## src/rtl/lane_hit_judge.sv

```systemverilog
// lane_hit_judge: judges each block of one falling-block lane as perfect, hit
// or miss against the player's key, flags stray presses, and keeps the lane's
// score, combo and max combo.
//
// Ports:
//   clk, rst_n       lane clock, asynchronous active-low reset
//   restart          synchronous clear to the reset state
//   stop_or_endgame  freeze: keys ignored, state and counters held
//   key              lane key level (synchronized upstream)
//   block_h[9:0]     lane block vertical position
//   hit_pulse        one-cycle pulse on a hit (also raised for a perfect)
//   perfect_pulse    one-cycle pulse on a hit inside the perfect window
//   miss_pulse       one-cycle pulse when a block is lost
//   stray_pulse      one-cycle pulse on a press with nothing judgeable
//   score[9:0]       saturating point total
//   combo[6:0]       saturating consecutive-hit count
//   max_combo[6:0]   highest combo since reset/restart
//   judge_state[1:0] 0 IDLE, 1 ACTIVE, 2 JUDGED
module lane_hit_judge #(
    parameter int unsigned JUDGE_LO  = 560,
    parameter int unsigned JUDGE_HI  = 680,
    parameter int unsigned PERF_LO   = 600,
    parameter int unsigned PERF_HI   = 640,
    parameter int unsigned BOTTOM    = 720,
    parameter int unsigned HIT_PTS   = 1,
    parameter int unsigned PERF_PTS  = 2,
    parameter int unsigned SCORE_MAX = 999
) (
    input  logic       clk,
    input  logic       rst_n,
    input  logic       restart,
    input  logic       stop_or_endgame,
    input  logic       key,
    input  logic [9:0] block_h,
    output logic       hit_pulse,
    output logic       perfect_pulse,
    output logic       miss_pulse,
    output logic       stray_pulse,
    output logic [9:0] score,
    output logic [6:0] combo,
    output logic [6:0] max_combo,
    output logic [1:0] judge_state
);

    localparam int unsigned H_W     = 10;
    localparam int unsigned SUM_W   = H_W + 1;
    localparam int unsigned COMBO_W = 7;

    localparam logic [H_W-1:0]     L_JUDGE_LO = H_W'(JUDGE_LO);
    localparam logic [H_W-1:0]     L_JUDGE_HI = H_W'(JUDGE_HI);
    localparam logic [H_W-1:0]     L_PERF_LO  = H_W'(PERF_LO);
    localparam logic [H_W-1:0]     L_PERF_HI  = H_W'(PERF_HI);
    localparam logic [H_W-1:0]     L_BOTTOM   = H_W'(BOTTOM);
    localparam logic [COMBO_W-1:0] L_COMBO_MX = {COMBO_W{1'b1}};

    typedef enum logic [1:0] {
        ST_IDLE   = 2'd0,
        ST_ACTIVE = 2'd1,
        ST_JUDGED = 2'd2
    } state_t;

    state_t             r_state;
    logic               r_key_prev;
    logic [H_W-1:0]     r_prev_h;
    logic               r_hit;
    logic               r_perfect;
    logic               r_miss;
    logic               r_stray;
    logic [H_W-1:0]     r_score;
    logic [COMBO_W-1:0] r_combo;
    logic [COMBO_W-1:0] r_max_combo;

    logic               w_key_edge;
    logic               w_respawn;
    logic               w_in_win;
    logic               w_in_perf;
    logic               w_above;
    logic               w_hit;
    logic               w_miss;
    logic               w_stray;
    state_t             w_next;
    logic [SUM_W-1:0]   w_pts;
    logic [SUM_W-1:0]   w_sum;
    logic [H_W-1:0]     w_score_next;
    logic [COMBO_W-1:0] w_combo_inc;

    assign w_key_edge = key & ~r_key_prev;
    assign w_respawn  = (block_h < r_prev_h);
    assign w_in_win   = (block_h >= L_JUDGE_LO) && (block_h <= L_JUDGE_HI);
    assign w_in_perf  = (block_h >= L_PERF_LO) && (block_h <= L_PERF_HI);
    assign w_above    = (block_h > L_JUDGE_HI);

    // Saturating score and combo candidates for a hit this cycle
    assign w_pts        = w_in_perf ? SUM_W'(PERF_PTS) : SUM_W'(HIT_PTS);
    assign w_sum        = {1'b0, r_score} + w_pts;
    assign w_score_next = (w_sum > SUM_W'(SCORE_MAX)) ? H_W'(SCORE_MAX) : w_sum[H_W-1:0];
    assign w_combo_inc  = (r_combo == L_COMBO_MX) ? L_COMBO_MX : r_combo + COMBO_W'(1);

    // Judgement decode: which event fires and where the FSM goes
    always_comb begin
        w_hit   = 1'b0;
        w_miss  = 1'b0;
        w_stray = 1'b0;
        w_next  = r_state;
        if (w_respawn && w_key_edge) begin
            // Key lands on the freshly spawned block; it replaces any miss of
            // the abandoned one so only one event is reported.
            if (w_in_win) begin
                w_hit  = 1'b1;
                w_next = ST_JUDGED;
            end else if (w_above) begin
                w_miss = 1'b1;
                w_next = ST_JUDGED;
            end else begin
                w_stray = 1'b1;
                w_next  = ST_ACTIVE;
            end
        end else begin
            case (r_state)
                ST_IDLE: begin
                    if (w_respawn)       w_next  = ST_ACTIVE;
                    else if (w_key_edge) w_stray = 1'b1;
                end
                ST_ACTIVE: begin
                    if (w_respawn) begin
                        w_miss = 1'b1;
                    end else if (w_key_edge && w_in_win) begin
                        w_hit  = 1'b1;
                        w_next = ST_JUDGED;
                    end else if (w_above) begin
                        w_miss = 1'b1;
                        w_next = ST_JUDGED;
                    end else if (w_key_edge) begin
                        w_stray = 1'b1;
                    end
                end
                ST_JUDGED: begin
                    if (w_respawn)                 w_next  = ST_ACTIVE;
                    else if (block_h == L_BOTTOM)  w_next  = ST_IDLE;
                    else if (w_key_edge)           w_stray = 1'b1;
                end
                default: w_next = ST_IDLE;
            endcase
        end
    end

    // State, history, pulses and counters
    always_ff @(posedge clk or negedge rst_n) begin
        if (!rst_n) begin
            r_state     <= ST_IDLE;
            r_key_prev  <= 1'b0;
            r_prev_h    <= L_BOTTOM;
            r_hit       <= 1'b0;
            r_perfect   <= 1'b0;
            r_miss      <= 1'b0;
            r_stray     <= 1'b0;
            r_score     <= '0;
            r_combo     <= '0;
            r_max_combo <= '0;
        end else if (restart) begin
            r_state     <= ST_IDLE;
            r_key_prev  <= 1'b0;
            r_prev_h    <= L_BOTTOM;
            r_hit       <= 1'b0;
            r_perfect   <= 1'b0;
            r_miss      <= 1'b0;
            r_stray     <= 1'b0;
            r_score     <= '0;
            r_combo     <= '0;
            r_max_combo <= '0;
        end else begin
            r_hit     <= 1'b0;
            r_perfect <= 1'b0;
            r_miss    <= 1'b0;
            r_stray   <= 1'b0;
            if (!stop_or_endgame) begin
                r_key_prev <= key;
                r_prev_h   <= block_h;
                r_state    <= w_next;
                r_hit      <= w_hit;
                r_perfect  <= w_hit & w_in_perf;
                r_miss     <= w_miss;
                r_stray    <= w_stray;
                if (w_hit) begin
                    r_score <= w_score_next;
                    r_combo <= w_combo_inc;
                    if (w_combo_inc > r_max_combo) r_max_combo <= w_combo_inc;
                end else if (w_miss || w_stray) begin
                    r_combo <= '0;
                end
            end
        end
    end

    assign hit_pulse     = r_hit;
    assign perfect_pulse = r_perfect;
    assign miss_pulse    = r_miss;
    assign stray_pulse   = r_stray;
    assign score         = r_score;
    assign combo         = r_combo;
    assign max_combo     = r_max_combo;
    assign judge_state   = r_state;

endmodule

```

## config.mk

```make
export PLATFORM = sky130hd
export DESIGN_NAME = lane_hit_judge
export DESIGN_NICKNAME = d
export VERILOG_FILES = /design/src/rtl/lane_hit_judge.sv
export SDC_FILE = /design/constraint.sdc
export NUM_CORES = 1
export LEC_CHECK = 0
export ABC_AREA = 1
export CORE_MARGIN = 10
export CORE_UTILIZATION = 50
export DETAILED_ROUTE_END_ITERATION = 7
export PLACE_DENSITY = 0.75
export SYNTH_ARGS = -nofsm -noshare
export SYNTH_HDL_FRONTEND = slang
export SYNTH_SLANG_ARGS = --single-unit
```

## constraint.sdc

```tcl
create_clock -name clk -period 4.54 [get_ports clk]
set_clock_uncertainty 0.1 [all_clocks]
set_input_delay 0.908 -clock clk [delete_from_list [all_inputs] [get_ports clk]]
set_output_delay 0.908 -clock clk [all_outputs]
set_load 0.1 [all_outputs]
```

==> metrics list <==
* DRC violation count after routing: 0
* Prevailing post-synth register cell: dfrtp_1
- Number of global-route vias before repair: between 2000 and 3000
- The number of gates resized after CTS was 0.
* Total congestion overflow after global routing: 0
- For the pin with the worst max-slew slack, the measured transition is about 1 ns.
- Final Slew Violations: 0
- Top area cells in the synthesized netlist: dfrtp_1 32%, nand2_1 16%, ha_1 10%, inv_1 8.2%, nand3_1 4.8%
* Number of DRC violations after detailed-routing iteration 0: 161
* Final critical delay including setup and external delays: between 3 and 4 ns
- The layout has between 500 and 600 filler cells.
- The initial antenna violation count is 0.
- Number of post-CTS setup repair buffers: 0
- The share of total power dissipated in sequential elements is 0.408.
- The first detailed-routing pass took 4 iterations.
- Startpoint class of the critical path: input pin
- The final layout contains 482 nets.
- Power share of the combinational group: 0.271
- Psw: about 330 µW
- Remaining antenna violation count after routing: 0
- The number of hold buffers added after CTS was 0.
* Sequential share of the synthesized area: 0.3553
* Source-to-sink clock delay at the later pin of the worst-skew pair: slightly below 0.3 ns
- Synthesized netlist cell count: 395
- Horizontal die dimension: a little under 100 µm
- Num ports: 45
- Final routed wirelength across all metal layers: between 6 and 7 mm
- Detailed-route wire length per cell: 13.30 µm
- Fraction of synthesized cell area taken by the top area cell type: 0.3191
- Of the available clock period, the critical path in the final layout requires 0.7895.
* Share of power burned in the clock network: 0.321
- Across the VDD grid, the largest voltage drop is about 0.00024 V.
- Of the total power, the share spent switching nets is 0.3387.
* Mean Syn Cell Area: around 7.3 µm²
- Synth unique cells: 36
- Number of clock sinks seen by CTS: ~40
- Cell internal pwr: 637.3 µW
* Count of flip-flops with a built-in enable after synthesis: 0
- In this run, synthesis produced a sequential element count of 41.
- Data on the critical path is required at its endpoint by approximately 4.7 ns.
- In the final timing run, aggregate negative setup slack is 0 ns.
- Derived from the worst setup path, the maximum achievable clock frequency is approximately 0.28 GHz.
- Global-route wire length before repair: between 10 and 15 mm
* Max-cap violations: 0
- Placed Cells: between 500 and 600
- Core ar.: approximately 0.0056 mm²
- Effective utilization at floorplan: 0.5205
- The clock passes through at most 2 buffers.
* Max-Slew Margin vs Limit: 0.3326
* Result of the run: finished, final reports clean
- Cell row count: 27
- Cell area after technology mapping: about 0.0029 mm²
- Class of the worst hold path: reg -> reg
- Via total after detailed routing: 2611
- The count of endpoints failing hold in the final timing report was 0.
- Measured on the finished design, the core utilization comes to 0.6317.
- The worst setup path is captured at a flip-flop.
* Overall Global Routing Usage: 0.1554
- Total of endpoints with negative setup slack in the final report: 0
* Number of port buffers: 44
- Setup repair after global routing left no endpoint under its margin.
* Top cell types by occurrence after synthesis: 122 x nand2_1, 63 x inv_1, 37 x dfrtp_1, 28 x nand3_1, 24 x ha_1
- After detailed routing, the number of vias per cell comes to approximately 5.1.
* HPWL after detailed placement: 5.293 mm
- Entering global routing, the biggest net connects 42 pins.
- Share of synthesized flip-flops with an asynchronous set or reset: 1.000
- Clock tree synthesis inserted a total of 5 buffers.
* Number of inserted diodes: 0
- Area enclosed by the die boundary: 0.009250 mm²
- Share of post-route cells with drive strength above 1: 0.08126
- Before CTS, the worst setup slack after placement is just under 0.7 ns.
- The die is around 96 µm tall.
- Routability Congestion: 0.9195
- P&R area growth vs syn: 21.35%
- Leaving out filler cells and counting taps, the final layout contains 515.
- Arrival @ worst endpoint: around 3.7 ns
* Number of warnings issued by yosys: 0
* Most used standard cell by instance count after synthesis: nand2_1
- The design draws 963.7 µW.
- The clock tree synthesis step divided the H-tree into 2 levels.
* Power per standard cell area: ~270 mW/mm²
* Cell type with the largest total area after synthesis: dfrtp_1
- Of all nets on the critical path, the largest fanout is 6.
* Critical path type: in -> reg
* Post-CTS clock slew at the launch and capture registers of the worst setup and hold paths: about 0.080 ns
* Post-synth net total: around 440
- TritonCTS built the clock tree.
- Final Worst Setup Slack: around 0.96 ns
- Summed over all cells, the static leakage comes to between 1.5 and 2 nW.
- Clock tree synthesis selected as its root buffer the cell clkbuf_8.
-- final timing paths --
check / start / endpoint / slack, ns / cells after the start
min in group asynchronous: rst_n / perfect_pulse / 0.65 / 1
setup / recovery: block_h[3] / score[0] / 0.96 / 21
hold reg to reg: r_prev_h[9] / r_prev_h[9] / 0.40 / 2
setup reg to reg: combo[0] / max_combo[0] / 1.71 / 15
hold / removal: r_prev_h[9] / r_prev_h[9] / 0.40 / 2
max in group asynchronous: rst_n / stray_pulse / 3.11 / 1
-- cell type report --
class | count | area [µm²] | share of cell area
multi-input combinational | 284 | 1595 | 0.4531
timing repair buffer | 44 | 435.4 | 0.1237
sequential | 41 | 1031 | 0.2928
tap | 72 | 90.09 | 0.02559
inverter | 66 | 252.7 | 0.07178
clock inverter | 1 | 30.03 | 0.008529
clock buffer | 7 | 86.33 | 0.02452
-- worst max-delay path, cell delays in order --
cell             delay [ns]
clkdlybuf4s50_1        0.56
inv_1                  0.08
nand2_1                0.06
nor2_1                 0.06
nand4_1                0.07
a21oi_1                0.09
inv_1                  0.12
ha_1                   0.19
inv_1                  0.05
fa_1                   0.39
inv_1                  0.07
nand3_1                0.10
nor2_2                 0.17
inv_1                  0.09
o21bai_2               0.14
nand3_1                0.08
nor2_1                 0.11
nand3_2                0.14
nand3b_1               0.12
nand2_1                0.06
nand2_1                0.06
-- cells in the final DEF, fill, tap and decap left out, types with 2 or more instances in the layout --
| cell type | count |
|---|---|
| o21ai_0 | 10 |
| nand2_1 | 122 |
| a21oi_1 | 10 |
| nor2_2 | 3 |
| nand4_1 | 15 |
| a22oi_1 | 4 |
| o21ai_1 | 6 |
| nand3b_1 | 4 |
| nand3_2 | 6 |
| nor3_1 | 3 |
| o21ai_2 | 3 |
| o22ai_1 | 5 |
| dfstp_2 | 4 |
| ha_1 | 24 |
| dfrtp_1 | 37 |
| nand2_2 | 2 |
| clkbuf_8 | 6 |
| inv_2 | 2 |
| nor2_1 | 23 |
| xor2_1 | 4 |
| inv_1 | 63 |
| a21o_1 | 2 |
| clkdlybuf4s50_1 | 43 |
| nand3_1 | 28 |
-- logic make-up (layout without fill, tap and decap cells) --
| family | after synthesis | after routing | share of synthesized area |
|---|---|---|---|
| and+or+nand+nor | 211 | 211 | 0.3346 |
| buffers and inverters | 70 | 118 | 0.09487 |
| AOI/OAI and AO/OA | 43 | 43 | 0.08970 |
| DFF | 41 | 41 | 0.3553 |
| adders and majority gates | 25 | 25 | 0.1104 |
| xor gates and xnor gates | 5 | 5 | 0.01509 |
-- sequential cells by signal (all words and copies together) (netlist names) --
| name | flops |
|---|---|
| judge_state | 2 |
| r_prev_h | 10 |
| score | 10 |
| hit_pulse | 1 |
| miss_pulse | 1 |
| perfect_pulse | 1 |
| combo | 7 |
| max_combo | 7 |
| stray_pulse | 1 |
| r_key_prev | 1 |
-- through the flow --
stage	hold WS [ns]	instance area (µm²)
finish	0.3953	3521
global route	0.4153	3521
CTS	0.3972	3521
detailed placement	0.3832	3405
global placement	0.3704	3405
floorplan	0.3534	2902
-- power by group through the flow --
stage               logic [mW]  registers (mW)  clock network, mW
floorplan                0.124           0.464                  0
global placement         0.258           0.400                  0
detailed placement       0.261           0.401                  0
CTS                      0.262           0.393              0.316
global route             0.291           0.397              0.328
finish                   0.261           0.393              0.309
-- routing by layer --
metal / vias to the layer above / wire (µm) / track usage
li1: 1367 / - / -
met3: 7 / 518 / 0.04591
met5: - / 0 / 0
met4: 0 / 78 / 0.04545
met1: 1171 / 3165 / 0.1972
met2: 66 / 3088 / 0.2494
No activity file was read; power rests on OpenSTA's default activity.
